[src/rtl/fir_pkg.sv]
// fir_pkg: shared definitions for the FIR multiply-accumulate datapath.
//   - default widths, output shift and tap count
//   - block FSM state encoding
//   - round_shift_sat(): golden round/shift/saturate at the default widths
// Optional build macro: FIR_MAC_CONVERGENT_EN selects round-half-to-even.
package fir_pkg;

    localparam int FIR_DATA_W = 16;
    localparam int FIR_COEF_W = 16;
    localparam int FIR_ACC_W  = 40;
    localparam int FIR_OUT_W  = 16;
    localparam int FIR_SHIFT  = 21;
    localparam int FIR_NTAPS  = 64;

    typedef enum logic [1:0] {
        ST_IDLE  = 2'd0,
        ST_ACCUM = 2'd1,
        ST_DRAIN = 2'd2,
        ST_HOLD  = 2'd3
    } fir_state_e;

    typedef struct packed {
        logic                 sat;
        logic [FIR_OUT_W-1:0] y;
    } fir_rs_t;

    localparam logic signed [FIR_ACC_W:0] FIR_ONE  = (FIR_ACC_W+1)'(1);
    localparam logic signed [FIR_ACC_W:0] FIR_HALF = FIR_ONE <<< (FIR_SHIFT-1);
    localparam logic signed [FIR_ACC_W:0] FIR_SMAX = (FIR_ONE <<< (FIR_OUT_W-1)) - FIR_ONE;
    localparam logic signed [FIR_ACC_W:0] FIR_SMIN = -(FIR_ONE <<< (FIR_OUT_W-1));

    // One guard bit above the accumulator keeps the +/-H step from wrapping.
    function automatic fir_rs_t round_shift_sat(input logic signed [FIR_ACC_W-1:0] acc);
        logic signed [FIR_ACC_W:0] x;
        logic signed [FIR_ACC_W:0] r;
        logic signed [FIR_ACC_W:0] s;
        fir_rs_t                   res;
        x = (FIR_ACC_W+1)'(acc);
`ifdef FIR_MAC_CONVERGENT_EN
        r = x + FIR_HALF - FIR_ONE + $signed({{FIR_ACC_W{1'b0}}, acc[FIR_SHIFT]});
`else
        r = acc[FIR_ACC_W-1] ? (x - FIR_HALF) : (x + FIR_HALF);
`endif
        s = r >>> FIR_SHIFT;
        if (s > FIR_SMAX) begin
            res.sat = 1'b1;
            res.y   = {1'b0, {(FIR_OUT_W-1){1'b1}}};
        end else if (s < FIR_SMIN) begin
            res.sat = 1'b1;
            res.y   = {1'b1, {(FIR_OUT_W-1){1'b0}}};
        end else begin
            res.sat = 1'b0;
            res.y   = s[FIR_OUT_W-1:0];
        end
        return res;
    endfunction

endpackage

[src/rtl/fir_round_sat.sv]
// fir_round_sat: combinational round, arithmetic right shift and saturate
// of the accumulator down to the output width.
// Ports:
//   acc_in  in   ACC_W  signed accumulator value
//   y_out   out  OUT_W  rounded/shifted/clamped result
//   y_sat   out  1      result was clamped
// Optional build macro: FIR_MAC_CONVERGENT_EN selects round-half-to-even;
// otherwise halves round by adding (acc>=0) or subtracting H before the shift.
module fir_round_sat
    import fir_pkg::*;
#(
    parameter int ACC_W = FIR_ACC_W,
    parameter int OUT_W = FIR_OUT_W,
    parameter int SHIFT = FIR_SHIFT
) (
    input  logic signed [ACC_W-1:0] acc_in,
    output logic        [OUT_W-1:0] y_out,
    output logic                    y_sat
);

    localparam logic signed [ACC_W:0] ONE  = (ACC_W+1)'(1);
    localparam logic signed [ACC_W:0] HALF = ONE <<< (SHIFT-1);
    localparam logic signed [ACC_W:0] SMAX = (ONE <<< (OUT_W-1)) - ONE;
    localparam logic signed [ACC_W:0] SMIN = -(ONE <<< (OUT_W-1));

    logic signed [ACC_W:0] acc_x;
    logic signed [ACC_W:0] rnd;
    logic signed [ACC_W:0] shf;

    always_comb begin
        acc_x = (ACC_W+1)'(acc_in);
`ifdef FIR_MAC_CONVERGENT_EN
        // H-1 rounds halves down; adding the LSB that survives the shift
        // bumps odd quotients up, landing every tie on the even value.
        rnd = acc_x + HALF - ONE + $signed({{ACC_W{1'b0}}, acc_in[SHIFT]});
`else
        rnd = acc_in[ACC_W-1] ? (acc_x - HALF) : (acc_x + HALF);
`endif
        shf = rnd >>> SHIFT;
        y_sat = 1'b0;
        y_out = shf[OUT_W-1:0];
        if (shf > SMAX) begin
            y_sat = 1'b1;
            y_out = {1'b0, {(OUT_W-1){1'b1}}};
        end else if (shf < SMIN) begin
            y_sat = 1'b1;
            y_out = {1'b1, {(OUT_W-1){1'b0}}};
        end
    end

endmodule

[src/rtl/fir_mac_pipe.sv]
// fir_mac_pipe: pipelined multiply-accumulate engine for the FIR datapath.
// Accumulates NTAPS a*b products per block, then rounds/shifts/saturates the
// sum to OUT_W and holds it until the output FIFO takes it.
// Ports:
//   clk, rstn              clock, synchronous active-low reset
//   start                  clear and begin a new block (aborts any block)
//   in_valid/in_ready      product input handshake, a_in/b_in operands
//   out_valid/out_ready    result handshake, y_out/y_sat result
//   acc_out, acc_ovf       live accumulator, sticky signed-overflow flag
//   tap_cnt, busy          products accepted this block, FSM not idle
// Optional build macro: FIR_MAC_CONVERGENT_EN (round half to even).
//
// state | meaning
// IDLE  | no block in flight
// ACCUM | accepting products
// DRAIN | last product moving through the adder
// HOLD  | register result, then wait for out_ready
module fir_mac_pipe
    import fir_pkg::*;
#(
    parameter  int DATA_W = FIR_DATA_W,
    parameter  int COEF_W = FIR_COEF_W,
    parameter  int ACC_W  = FIR_ACC_W,
    parameter  int OUT_W  = FIR_OUT_W,
    parameter  int SHIFT  = FIR_SHIFT,
    parameter  int NTAPS  = FIR_NTAPS,
    localparam int CNT_W  = $clog2(NTAPS+1)
) (
    input  logic              clk,
    input  logic              rstn,
    input  logic              start,
    input  logic              in_valid,
    output logic              in_ready,
    input  logic [DATA_W-1:0] a_in,
    input  logic [COEF_W-1:0] b_in,
    output logic              out_valid,
    input  logic              out_ready,
    output logic [OUT_W-1:0]  y_out,
    output logic              y_sat,
    output logic [ACC_W-1:0]  acc_out,
    output logic              acc_ovf,
    output logic [CNT_W-1:0]  tap_cnt,
    output logic              busy
);

    localparam int               PROD_W   = DATA_W + COEF_W;
    localparam logic [CNT_W-1:0] LAST_TAP = CNT_W'(NTAPS-1);

    fir_state_e               state_q, state_d;
    logic signed [PROD_W-1:0] prod_q, prod_d;
    logic                     pv_q, pv_d;
    logic [CNT_W-1:0]         tap_cnt_q, tap_cnt_d;
    logic signed [ACC_W-1:0]  acc_q, acc_d;
    logic                     acc_ovf_q, acc_ovf_d;
    logic                     out_valid_q, out_valid_d;
    logic [OUT_W-1:0]         y_q, y_d;
    logic                     y_sat_q, y_sat_d;

    logic                     accept;
    logic signed [PROD_W-1:0] a_ext, b_ext;
    logic signed [ACC_W-1:0]  prod_ext, acc_sum;
    logic                     add_ovf;
    logic [OUT_W-1:0]         rs_y;
    logic                     rs_sat;

    fir_round_sat #(
        .ACC_W (ACC_W),
        .OUT_W (OUT_W),
        .SHIFT (SHIFT)
    ) u_round_sat (
        .acc_in (acc_q),
        .y_out  (rs_y),
        .y_sat  (rs_sat)
    );

    always_comb begin
        in_ready = (state_q == ST_ACCUM) && !start;
        busy     = (state_q != ST_IDLE);
        accept   = in_valid && in_ready;

        a_ext    = PROD_W'($signed(a_in));
        b_ext    = PROD_W'($signed(b_in));
        prod_ext = ACC_W'(prod_q);
        acc_sum  = acc_q + prod_ext;
        // Overflow: operands share a sign that the wrapped sum does not.
        add_ovf  = (acc_q[ACC_W-1] == prod_ext[ACC_W-1]) &&
                   (acc_sum[ACC_W-1] != acc_q[ACC_W-1]);

        state_d     = state_q;
        prod_d      = prod_q;
        pv_d        = 1'b0;
        tap_cnt_d   = tap_cnt_q;
        acc_d       = acc_q;
        acc_ovf_d   = acc_ovf_q;
        out_valid_d = out_valid_q;
        y_d         = y_q;
        y_sat_d     = y_sat_q;

        if (pv_q) begin
            acc_d = acc_sum;
            if (add_ovf) begin
                acc_ovf_d = 1'b1;
            end
        end

        if (accept) begin
            prod_d    = a_ext * b_ext;
            pv_d      = 1'b1;
            tap_cnt_d = tap_cnt_q + 1'b1;
        end

        case (state_q)
            ST_ACCUM: begin
                if (accept && (tap_cnt_q == LAST_TAP)) begin
                    state_d = ST_DRAIN;
                end
            end
            ST_DRAIN: begin
                state_d = ST_HOLD;
            end
            ST_HOLD: begin
                // First HOLD cycle sees the final acc and captures the result.
                if (!out_valid_q) begin
                    out_valid_d = 1'b1;
                    y_d         = rs_y;
                    y_sat_d     = rs_sat;
                end else if (out_ready) begin
                    out_valid_d = 1'b0;
                    state_d     = ST_IDLE;
                end
            end
            default: begin
            end
        endcase

        if (start) begin
            acc_d       = '0;
            tap_cnt_d   = '0;
            pv_d        = 1'b0;
            acc_ovf_d   = 1'b0;
            out_valid_d = 1'b0;
            state_d     = ST_ACCUM;
        end
    end

    always_ff @(posedge clk) begin
        if (!rstn) begin
            state_q     <= ST_IDLE;
            prod_q      <= '0;
            pv_q        <= 1'b0;
            tap_cnt_q   <= '0;
            acc_q       <= '0;
            acc_ovf_q   <= 1'b0;
            out_valid_q <= 1'b0;
            y_q         <= '0;
            y_sat_q     <= 1'b0;
        end else begin
            state_q     <= state_d;
            prod_q      <= prod_d;
            pv_q        <= pv_d;
            tap_cnt_q   <= tap_cnt_d;
            acc_q       <= acc_d;
            acc_ovf_q   <= acc_ovf_d;
            out_valid_q <= out_valid_d;
            y_q         <= y_d;
            y_sat_q     <= y_sat_d;
        end
    end

    assign out_valid = out_valid_q;
    assign y_out     = y_q;
    assign y_sat     = y_sat_q;
    assign acc_out   = acc_q;
    assign acc_ovf   = acc_ovf_q;
    assign tap_cnt   = tap_cnt_q;

endmodule

[config.mk]
export PLATFORM = sky130hd
export DESIGN_NAME = fir_mac_pipe
export DESIGN_NICKNAME = d
export VERILOG_FILES = /design/src/rtl/fir_pkg.sv /design/src/rtl/fir_round_sat.sv /design/src/rtl/fir_mac_pipe.sv
export SDC_FILE = /design/constraint.sdc
export NUM_CORES = 1
export LEC_CHECK = 0
export ABC_CLOCK_PERIOD_IN_PS = 9400
export CAP_MARGIN = 10
export CORE_MARGIN = 4
export CORE_UTILIZATION = 50
export DETAILED_ROUTE_END_ITERATION = 12
export PLACE_DENSITY = 0.72
export SETUP_SLACK_MARGIN = 0.1
export SLEW_MARGIN = 25
export SYNTH_ARGS = -nofsm -noshare
export SYNTH_HDL_FRONTEND = slang
export SYNTH_HIERARCHICAL = 1
export SYNTH_SLANG_ARGS = --single-unit
[constraint.sdc]
create_clock -name clk -period 9.4 [get_ports clk]
set_input_delay 1.88 -clock clk [delete_from_list [all_inputs] [get_ports clk]]
set_output_delay 1.88 -clock clk [all_outputs]
set_load 0.01 [all_outputs]
==> results of run 1 <==
[through the flow]
stage	setup slack, ps	power [W]	area, um^2
after global placement	606	0.00639	18400
after CTS	771	0.00694	18800
final	735	0.00685	18800
after detailed placement	393	0.00650	18400
after global routing	289	0.00779	18800
after floorplan	1470	0.00525	17000
[metal layers]
metal  part of all wire, %  wire length (um)  track usage, %
met5                     0                 0               0
met4                   2.0               804            5.98
met3                   5.2              2110            2.12
met2                    50             20300            40.2
met1                    42             17000            28.9
[tightest hold or removal path, stage by stage (launching register included)]
cell	delay (ps)
dfxtp_1	310
nand2_1	50
a21boi_0	60
[report_power, final]
| part | switching (W) | total (W) | leakage [nW] | internal (W) |
|---|---|---|---|---|
| registers | 0.0000195 | 0.000475 | 0.816 | 0.000455 |
| logic | 0.00341 | 0.00598 | 7.83 | 0.00256 |
| clock network | 0.000183 | 0.000396 | 0.149 | 0.000214 |
| total | 0.00362 | 0.00685 | 8.79 | 0.00323 |
[cells by family after synthesis]
group | count (synthesis) | share of synthesized area [%]
buffers and inverters | 416 | 9.43
flip-flops | 101 | 11.9
multiplexers | 18 | 1.06
AO/OA/AOI/OAI | 366 | 14.3
adder cells (fa/ha/maj) | 404 | 41.4
AND/OR/NAND/NOR | 619 | 17.2
XOR/XNOR | 89 | 4.70
[layout make-up]
class / instances / area (um^2) / area share (%)
timing repair buffer: 128 / 1220 / 6.51
sequential: 101 / 2020 / 10.8
inverter: 342 / 1280 / 6.84
clock inverter: 7 / 92.6 / 0.493
multi-input combinational: 1496 / 13400 / 71.2
clock buffer: 9 / 225 / 1.20
tap: 448 / 561 / 2.99
[final timing paths]
| check | startpoint | endpoint | slack, ps | cells past startpoint |
|---|---|---|---|---|
| worst max register to register | acc_out[39] | y_out[9] | 5720 | 10 |
| worst min-delay path | y_out[11] | y_out[11] | 470 | 2 |
| worst max-delay path | b_in[6] | prod_q[31] | 740 | 20 |
| worst min register to register | y_out[11] | y_out[11] | 470 | 2 |
[cells in the final DEF, fill, tap and decap left out, types with 4 or more instances in the layout]
master | netlist | layout
a211oi_1 | 18 | 18
a21boi_0 | 28 | 28
a21o_1 | 38 | 38
a21oi_1 | 107 | 107
a31oi_1 | 13 | 13
and2_1 | 140 | 140
and3_1 | 7 | 7
buf_4 | 2 | 24
clkbuf_16 | 0 | 9
clkdlybuf4s50_1 | 0 | 104
dfxtp_1 | 101 | 100
fa_1 | 264 | 264
ha_1 | 140 | 140
inv_1 | 341 | 341
mux2i_1 | 18 | 18
nand2_1 | 265 | 265
nand2b_1 | 15 | 14
nand3_1 | 33 | 33
nand4_1 | 8 | 8
nor2_1 | 106 | 105
nor2b_1 | 6 | 6
nor3_1 | 13 | 13
o2111ai_1 | 7 | 7
o211ai_1 | 10 | 10
o21a_1 | 9 | 9
o21ai_0 | 68 | 68
o21bai_1 | 8 | 8
o22ai_1 | 12 | 12
o31ai_1 | 4 | 4
or2_2 | 4 | 4
or3_1 | 6 | 6
xnor2_1 | 52 | 52
xor2_1 | 36 | 36
[flip-flops by register name, summed over array words and instances, names as in the netlist]
signal / flops
acc_out: 40
prod_q: 32
y_out: 16
tap_cnt: 7
state_q: 2
acc_ovf: 1
out_valid: 1
pv_q: 1
y_sat: 1
==> results by group, run 1 <==
Global routing
  – Total GRT Usage: 22.4%
  – Number of global-route vias before repair: 14100
  – Total gr overflow: 0
  – Initial antenna violation count: 0
  – Pin count of the biggest net entering global routing: 56
  – First-pass GRT wire length: 67.5 mm

STA
  – Min Hold Slack: 466 ps
  – Fmax achieved: ~0.12 GHz
  – Crit path time final: 8660 ps
  – TNS Setup: 0 ps
  – Actual slew at the worst max-slew pin: about 900 ps
  – Worst relative slew slack: between 40% and 50%
  – RSZ-0062 raised after global routing: no
  – Final setup viols: 0
  – Slew Viols, Final: 0
  – Final period util: about 92%
  – Clk_skew: between 10 and 15 ps
  – Final Hold Fails: 0

Placement
  – Detail Placement HPWL: 33.7 mm
  – Placed cells: 2515
  – Buffers on Ports: 104
  – Gp weighted congestion: 0.904

Critical path
  – Startpoint Class: input port
  – Crit Path Class: input port to flip-flop
  – Worst Path Buf+Inv: 4
  – Crit path max-delay family: adder cells
  – CP Capture Type: flip-flop
  – WP data required: 9640 ps
  – Worst endpoint data arrival time: 8910 ps
  – CP most frequent cell: fa_1
  – Crit path largest cell delay: ~940 ps
  – CP Cell Sequence: clkdlybuf4s50_1 -> nand2_1 -> fa_1 -> inv_1 -> fa_1 -> fa_1 -> fa_1 -> fa_1 -> inv_1 -> fa_1 -> inv_1 -> ha_1 -> or3_1 -> a21o_1 -> a31oi_1 -> a21oi_1 -> a2111oi_0 -> a21oi_1 -> xnor2_1 -> o21ai_0
  – Crit-path max FO: 16
  – Slowest CP cell: fa_1

Yosys
  – Synth Warn #: 6
  – Synth area leaders: fa_1, dfxtp_1, ha_1
  – Most frequent cell after synthesis: inv_1
  – Post-synthesis cell count: 2013
  – Syn Nets: 2454
  – Yosys cell types: 73
  – EDFF count, synth: 0
  – Mapped Area: roughly 17000 um^2
  – Cell taking the most area after synthesis: fa_1
  – FF+latch count, synth: about 100
  – Post-synthesis sequential area ratio: 11.9%
  – Syn_area_per_cell: 8.44 um^2
  – Ys flop type: dfxtp_1
  – Asr flop ratio synth: 0%
  – Share of the synthesized area in the top cell type: 31.1%
  – Synth cell count leaders: inv_1, nand2_1, fa_1, and2_1, ha_1

Clock network
  – Number of setup buffers added after CTS: 0
  – Root buffer cell: clkbuf_16
  – Cts hold-fix bufs: 0
  – CTS tree: yes
  – Clock Tree Buf Depth: 2
  – Worst-path clk slew: 70 ps
  – H-Tree Depth: 3
  – Clock latency on the worst-skew pair: 360 ps
  – Post-cts sizing count: 0
  – Total CTS buffers: 9
  – Clock sink count: between 100 and 150

Finish
  – Ant diodes: 0
  – Layout cells sized above 1: approximately 3.3%
  – Nets: about 2500
  – Fill count: 3086
  – P&R area growth vs syn: 10.5%
  – Fin cells: around 2500
  – Core Util, Final: 56.0%

Floorplan
  – Die area: 37000 um^2
  – Chip width: 192 um
  – Initial Util: about half
  – Num ports: 105
  – Core area: 33500 um^2
  – Chip Height: between 150 and 200 um
  – FP Rows: 67

Detailed routing
  – Routed Antenna Nets: 0
  – Via density: 5.40
  – DR iter-0 viols: 778
  – DRT Wirelength: 40.2 mm
  – WL per Instance: 15.9 um
  – DR vias: 13700
  – DRC viols: 0
  – Drt pass-1 iters: 4

Power and ir drop
  – Max IR drop VDD: 0.000589 V
  – Static leakage: 8.79 nW
  – Power Density: about 360 nW/um^2

Worst hold path
  – Hold Path Class: flip-flop to flip-flop

Flow run
  – Max Cap Viol: 0

Status
  – Status: completed
Note: power is estimated with default switching activity, not from simulation.
==> run 2, diff against run 1 <==
- CTS_CLUSTER_SIZE: not set -> 8
- SKIP_CTS_REPAIR_TIMING: not set -> 1
==> results of run 2 <==
Final layout, timing and power as in run 1 (identical DEF).
==> run 3, diff against run 2 <==
- CORE_ASPECT_RATIO: not set -> 0.7
- CTS_BUF_LIST: not set -> sky130_fd_sc_hd__clkbuf_4
==> run 3 against run 2 <==
  * Combinational power about the same
  * Critical path type unchanged
  * Cell count decreased by 0.40%
  * Total power decreased by 2.1%
  * Global-route usage increased by 0.50 points
  * Critical endpoint unchanged
==> results by group, run 3 (synthesized netlist as in run 1, its figures left out) <==
Global routing
  – Total GRT Usage: 22.9% (was 22.4%)
  – Number of global-route vias before repair: 14100 (about the same)
  – First-pass GRT wire length: 70.3 mm (was 67.5 mm)
  – Initial antenna violation count: 0 (unchanged)
  – Pin count of the biggest net entering global routing: 56 (unchanged)
  – Total gr overflow: 0 (unchanged)

Clock network
  – CTS tree: yes (unchanged)
  – Clock sink count: 101 (unchanged)
  – Clock latency on the worst-skew pair: 490 ps (was 360 ps)
  – Total CTS buffers: 9 (unchanged)
  – Clock Tree Buf Depth: 2 (unchanged)
  – Worst-path clk slew: 180 ps (was 70 ps)
  – H-Tree Depth: 3 (unchanged)
  – Root buffer cell: clkbuf_4 (was clkbuf_16)

Critical path
  – Worst endpoint data arrival time: 9030 ps (was 8910 ps)
  – WP data required: 9820 ps (was 9640 ps)
  – Startpoint Class: input port (unchanged)
  – CP Capture Type: flip-flop (unchanged)
  – Crit Path Class: input port to flip-flop (unchanged)
  – Crit-path max FO: 16 (unchanged)

Finish
  – Max FFs per register: 40 (unchanged)
  – Fin cells: 2521 (was 2531)
  – Core Util, Final: 55.6% (was 56.0%)
  – Ant diodes: 0 (unchanged)
  – Layout cells sized above 1: 3.55% (was 3.31%)
  – Register area: 2020 um^2 (about the same)
  – Most frequent cells in the layout: inv_1, nand2_1, fa_1, and2_1, ha_1 (unchanged)
  – Nets: 2522 (was 2519)
  – Area of the multi-input gates: 13400 um^2 (about the same)
  – P&R area growth vs syn: 9.62% (was 10.5%)
  – Fill count: 3135 (was 3086)
  – Commonest non-fill, non-tap cell in the layout: inv_1 (unchanged)

Floorplan
  – Initial Util: 50.7% (was 50.6%)
  – Die area: 37000 um^2 (about the same)
  – Num ports: 105 (unchanged)
  – FP Rows: 56 (was 67)
  – Chip Height: 162 um (was 192 um)
  – Core area: 33500 um^2 (about the same)
  – Chip width: 228 um (was 192 um)

STA
  – Worst relative slew slack: 39.7% (was 40.0%)
  – Slew Viols, Final: 0 (unchanged)
  – RSZ-0062 raised after global routing: no (unchanged)
  – Final period util: 91.6% (was 92.2%)
  – Min Hold Slack: 476 ps (was 466 ps)
  – Fmax achieved: 0.116 GHz (was 0.115 GHz)
  – Final Hold Fails: 0 (unchanged)
  – Final worst setup slack: 788 ps (was 735 ps)
  – Crit path time final: 8610 ps (was 8660 ps)
  – Clk_skew: 23.2 ps (was 14.4 ps)
  – TNS Setup: 0 ps (unchanged)
  – Actual slew at the worst max-slew pin: 899 ps (was 897 ps)
  – Final setup viols: 0 (unchanged)

Placement
  – Placed cells: 2505 (was 2515)
  – Setup WS pre-CTS: 328 ps (was 393 ps)
  – Gp weighted congestion: 0.911 (was 0.904)
  – Detail Placement HPWL: 34.2 mm (was 33.7 mm)
  – Buffers on Ports: 104 (unchanged)

Detailed routing
  – Drt pass-1 iters: 5 (was 4)
  – DRC viols: 0 (unchanged)
  – DR iter-0 viols: 820 (was 778)
  – DR vias: 13900 (was 13700)
  – Routed Antenna Nets: 0 (unchanged)
  – WL per Instance: 16.4 um (was 15.9 um)
  – Via density: 5.51 (was 5.40)
  – DRT Wirelength: 41.2 mm (was 40.2 mm)

Power and ir drop
  – Static leakage: 8.74 nW (was 8.79 nW)
  – Power Density: 360 nW/um^2 (was 365 nW/um^2)
  – Max IR drop VDD: 0.000595 V (was 0.000589 V)

Flow run
  – Max Cap Viol: 0 (unchanged)

Worst hold path
  – Hold Path Class: flip-flop to flip-flop (unchanged)

Status
  – Status: completed (unchanged)
==> run 3: cell types whose count changed in the layout (fill, tap and decap cells not counted), moves of 2 or more <==
cell,previous run,this run
buf_4,24,27
clkbuf_16,9,0
clkbuf_4,0,9
clkinv_4,0,2
inv_6,1,3
inv_8,2,0
==> run 3: critical path: stages <==
cell and delay, ps:
clkdlybuf4s50_1 800, and2_1 390, fa_1 540, inv_1 60, fa_1 500, fa_1 530
inv_1 50, fa_1 460, fa_1 550, inv_1 60, fa_1 530, inv_1 40
ha_1 350, a21o_1 220, a21oi_1 180, o21ai_0 110, a21oi_1 360, or4_1 210
a21oi_1 70, a2111oi_0 650, a21oi_1 180, xnor2_1 170, o21ai_0 140
==> run 3: routing by layer <==
metal / vias to the layer above / GRT usage (%) / share of wire (%)
met5: - / 0 / 0
met4: 0 / 5.06 / 2.0
met3: 54 / 3.73 / 5.9
met2: 395 / 37.3 / 46
met1: 6885 / 32.4 / 46
li1: 6569 / - / -
==> run 3: report_power, final <==
| group | internal (W) | switching [W] | total, W | leakage (nW) |
|---|---|---|---|---|
| registers | 0.000456 | 0.0000166 | 0.000472 | 0.816 |
| logic | 0.00257 | 0.00341 | 0.00598 | 7.84 |
| clock network | 0.0000849 | 0.000162 | 0.000247 | 0.0775 |
| total | 0.00311 | 0.00359 | 0.00670 | 8.74 |
==> run 3: per-stage QoR <==
| step | power [W] | area [um^2] |
|---|---|---|
| after floorplan | 0.00525 | 17000 |
| after global placement | 0.00631 | 18500 |
| after detailed placement | 0.00646 | 18500 |
| after CTS | 0.00675 | 18600 |
| after global routing | 0.00767 | 18600 |
| final | 0.00670 | 18600 |
==> run 3: layout make-up <==
| class | instances | area share, % |
|---|---|---|
| flip-flops and latches | 101 | 10.9 |
| well taps | 435 | 2.92 |
| clock buffers | 9 | 0.363 |
| repair buffers | 131 | 6.68 |
| clock inverters | 7 | 0.437 |
| multi-input cells | 1496 | 71.8 |
| inverters | 342 | 6.90 |
==> run 3: path summary, 6_finish.rpt <==
| check | slack [ps] | to | cells after the start | startpoint |
|---|---|---|---|---|
| setup / recovery | 790 | prod_q[31] | 23 | a_in[9] |
| hold / removal | 480 | y_out[7] | 2 | y_out[7] |
| setup reg to reg | 5520 | y_out[1] | 10 | acc_out[39] |
| hold reg to reg | 480 | y_out[7] | 2 | y_out[7] |
==> patch 1: new RTL, settings of run 1 <==
One comparison of `tap_cnt_q` changes from == to >=.
--- a/src/rtl/fir_mac_pipe.sv
+++ b/src/rtl/fir_mac_pipe.sv
@@ -113,3 +113,3 @@
             ST_ACCUM: begin
-                if (accept && (tap_cnt_q == LAST_TAP)) begin
+                if (accept && (tap_cnt_q >= LAST_TAP)) begin
                     state_d = ST_DRAIN;
Formal check against the unedited RTL: no difference found for any inputs over 4 cycles, from zero or initial values and one cycle with rstn low; that may be too few to reach the edited logic, so the function may still have changed.
==> patch 1 against run 1 <==
Die area barely moved; first-iteration DRC count rose by 19%; critical path depth rose by 3; cell count fell by 0.91%; synthesized cell count fell by 0.70%; wire length fell by 0.93%; clock skew fell by 0.00073 ns; sequential cell count did not move; total power rose by 3.5%; cell area fell by 0.35%; area after synthesis barely moved; setup slack improved by 0.23 ns; critical path type unchanged; largest cell class unchanged.
==> patch 1: results (changes against run 1) <==
| Metric | Value |
|---|---|
| Outcome | `finished, final reports clean` |
| Gpl congestion | `0.9184 (+1.6%)` |
| Tightest Pin Transition | `1.041 ns (+0.1442 ns)` |
| Vias | `13465 (-1.4%)` |
| Synth unique cells | `88 (+21%)` |
| Seq/Total Area, Yosys | `11.90% (about the same)` |
| Non-clock inverters | `350 (+2.3%)` |
| Pre-Repair DR Iteration Count | `5 (+1)` |
| Clock Power Share | `6.0% (+0.2 points)` |
| Worst hold path startpoint | `y_out[13]$_SDFFE_PN0P_` |
| Area after DPL | `0.01836 mm2 (-0.50%)` |
| Area share of the largest cell type after synthesis | `31.10% (about the same)` |
| Final setup skew | `0.01371 ns (-0.0007261 ns)` |
| List of most frequent post-synthesis cells | `inv_1 (349), nand2_1 (274), fa_1 (264), ha_1 (140), and2_1 (133)` |
| Worst hold-check slack | `0.4556 ns (-0.01079 ns)` |
| Design area | `0.01870 mm2 (-0.35%)` |
| Worst Hold End | `y_out[13]$_SDFFE_PN0P_` |
| GR Layer Usage met2 | `35.38% (-4.9 points)` |
| WP data arrival | `8.65 ns (-0.26 ns)` |
| Fillcell total | `3107 (+0.68%)` |
| WL per Instance | `15.87 um (about the same)` |
| Non-clock buffer share | `5.887% (-0.62 points)` |
| Reg2Reg Capture Point | `y_out[5]$_SDFFE_PN0P_` |
| Area occupied by multi-input gates | `0.01336 mm2 (about the same)` |
| Max incr delay on CP | `0.74 ns (-0.20 ns)` |
| Starting DRT DRC Count | `929 (+19%)` |
| Grt met3 use | `3.401% (+1.3 points)` |
| Static Leak | `8.564 nW (-2.6%)` |
| Tot Pwr | `7.089 mW (+3.5%)` |
| Share of cells above drive strength 1 | `3.495% (+0.18 points)` |
| Post-Syn Nets | `2440 (-0.57%)` |
| Hpwl dp | `33230 um (-1.4%)` |
| R2R cell count | `11 (+1)` |
| Placed Cells | `2492 (-0.91%)` |
| Sw Pwr | `3.739 mW (+3.4%)` |
| Met1 Use GR | `30.86% (+2.0 points)` |
| Global-route wire length before repair | `67070 um (-0.69%)` |
| Synth area leaders | `fa_1 (31%), dfxtp_1 (12%), ha_1 (10%), inv_1 (7.7%), nand2_1 (6.1%)` |
| Peak supply drop | `0.0003476 V (-41%)` |
| R2r setup slk | `5.80 ns (+0.08 ns)` |
| Post-Route WL | `39810 um (-0.93%)` |
| Comb. pwr | `6.18 mW (+3%)` |
| Layout net count | `2496 (-0.91%)` |
| #MultiIn Comb | `1481 (-1.0%)` |
| Non-clock buffers | `112 (-13%)` |
| Largest fanout on the critical path | `16 (unchanged)` |
| CP max stage cell | `clkdlybuf4s50_1` |
| GR Util All Layers | `21.89% (-0.46 points)` |
| Largest net degree at the start of global routing | `48 (-14%)` |
patch 1: changes by cell type after synthesis, sizes merged, moves of 6 or more:
cell    change
and2        -8
a21boi     -25
mux2i       +7
a21oi      +14
a211oi     +10
inv         +8
nand2       +9
clkbuf      -6
o21ai       -9
o22ai       -8
a21o       -16
patch 1: critical path, delay by kind of cell:
family / cells / cell delay [ns]
fa+ha+maj: 7 / 3.50
simple gates: 5 / 1.28
buf+inv: 6 / 1.10
compound gates: 5 / 0.86
patch 1: worst max-delay path by stage:
| stage | to | from | slack, ns |
|---|---|---|---|
| final | prod_q[31]$_SDFFE_PN0P_ | b_in[2] | 0.96 |
| after floorplan | prod_q[31]$_SDFFE_PN0P_ | b_in[9] | 1.82 |
| after global placement | prod_q[31]$_SDFFE_PN0P_ | b_in[3] | 0.79 |
| after global routing | prod_q[31]$_SDFFE_PN0P_ | b_in[2] | 0.55 |
| after detailed placement | prod_q[31]$_SDFFE_PN0P_ | b_in[2] | 0.66 |
| after CTS | prod_q[31]$_SDFFE_PN0P_ | b_in[2] | 1.03 |
patch 1: cell families (layout without fill, tap and decap cells):
group / Yosys count / count (layout) / share of synthesized area (%)
xor+xnor: 92 / 92 / 4.851
mux: 26 / 26 / 1.539
buf+inv: 417 / 478 / 9.526
fa+ha+maj: 404 / 404 / 41.40
compound gates: 337 / 337 / 13.47
simple gates: 622 / 622 / 17.31
flops: 101 / 101 / 11.90
patch 1: routing by layer:
metal | share of wire [%] | vias to the layer above
met5 | 0 | -
met1 | 46 | 6530
met3 | 6.1 | 51
met4 | 1.9 | 0
met2 | 46 | 390
li1 | - | 6494
patch 1: metrics by stage:
stage                     util, %  setup WS (ns)
after global placement      54.74         0.7942
after floorplan                 -          1.821
after CTS                   55.77          1.030
after detailed placement    54.74         0.6577
final                       55.78         0.9633
after global routing        55.78         0.5524
==> patch 2: new RTL, config.mk and constraints of run 1 <==
Without the edit above. The option `FIR_MAC_CONVERGENT_EN` is turned on by a define.
--- a/src/rtl/fir_pkg.sv
+++ b/src/rtl/fir_pkg.sv
@@ -5,2 +5,4 @@
 // Optional build macro: FIR_MAC_CONVERGENT_EN selects round-half-to-even.
+`define FIR_MAC_CONVERGENT_EN
+
 package fir_pkg;
Check against the original RTL: no difference found for any inputs over 4 cycles, from zero or initial values and one cycle with rstn low; that may be too few to reach the edited logic, so the function may still have changed.
==> patch 2 against run 1 <==
Critical path depth is 4 higher; utilization is 0.45 points higher; combinational power is 3% higher; cell count is 6.2% lower; sequential cell count stayed put; setup slack better by 0.33 ns; maximum frequency is 4.0% higher; area after synthesis is 4.1% lower; count of clock-buffer cells in the layout stayed put; cell area is 4.4% lower; wire length is 5.5% lower; total power is 2.5% higher; hold slack worse by 0.0049 ns; critical endpoint unchanged; largest cell class unchanged; highest routed layer unchanged.
==> patch 2: results (changes against run 1) <==
| Metric | Value |
|---|---|
| Sw Ratio | `51.92% (-0.90 points)` |
| Pre-Repair DR Iteration Count | `5 (+1)` |
| Peak supply drop | `0.0005215 V (-11%)` |
| Share of cells above drive strength 1 | `3.814% (+0.50 points)` |
| WL per Instance | `15.98 um (+0.66%)` |
| Post-Syn Nets | `2300 (-6.3%)` |
| Layout net count | `2357 (-6.4%)` |
| Tightest Pin Transition | `0.8643 ns (-0.03226 ns)` |
| Seq group | `480 uW (+1%)` |
| Static Leak | `8.302 nW (-5.6%)` |
| Non-clock inverters | `333 (-2.6%)` |
| CP max stage cell | `clkdlybuf4s50_1` |
| WP data arrival | `8.63 ns (-0.28 ns)` |
| Synth area leaders | `fa_1 (32%), dfxtp_1 (12%), ha_1 (9.4%), inv_1 (7.7%), nand2_1 (5.6%)` |
| Outcome | `finished, final reports clean` |
| Fmax | `120.0 MHz (+4.0%)` |
| GR Util All Layers | `21.64% (-0.71 points)` |
| R2r startpoint | `acc_out[0]$_SDFFE_PP0P_` |
| List of most frequent post-synthesis cells | `inv_1 (332), fa_1 (263), nand2_1 (241), and2_1 (133), ha_1 (122)` |
| R2r setup slk | `6.05 ns (+0.33 ns)` |
| Non-clock buffer share | `6.262% (-0.24 points)` |
| #MultiIn Comb | `1375 (-8.1%)` |
| R2R cell count | `13 (+3)` |
| Hpwl dp | `30930 um (-8.2%)` |
| Sequential cell area | `0.002022 mm2 (about the same)` |
| Non-clock buffers | `115 (-10%)` |
| Synth unique cells | `80 (+9.6%)` |
==> patch 2: cell count changes in the layout (fill, tap and decap cells not counted), moves of 16 or more <==
cell	delta
o31a_1	+16
nand2_1	-24
a21oi_1	-33
ha_1	-18
nor2_1	-34
==> patch 2: layer usage <==
metal	track usage, %	up-vias	routed length (um)
li1	-	6091	-
met1	28.27	6276	16250
met2	37.49	367	18580
met3	1.908	87	1702
met4	8.436	0	1417
met5	0	-	0
==> patch 2: cells by family (layout without fill, tap and decap cells) <==
kind of cell / Yosys count / after routing / synth area share (%)
AOI/OAI and AO/OA: 300 / 300 / 12.70
adders and majority gates: 385 / 385 / 41.72
buffers and inverters: 402 / 464 / 9.592
xor gates and xnor gates: 79 / 79 / 4.250
and+or+nand+nor: 595 / 595 / 18.33
DFF: 101 / 101 / 12.42
muxes: 16 / 16 / 0.9838
==> patch 2: worst min-delay path, delay by kind of cell, from the launching register on <==
kind / cells / cell delay [ns]
compound gates: 1 / 0.06
flops: 1 / 0.31
simple gates: 1 / 0.04
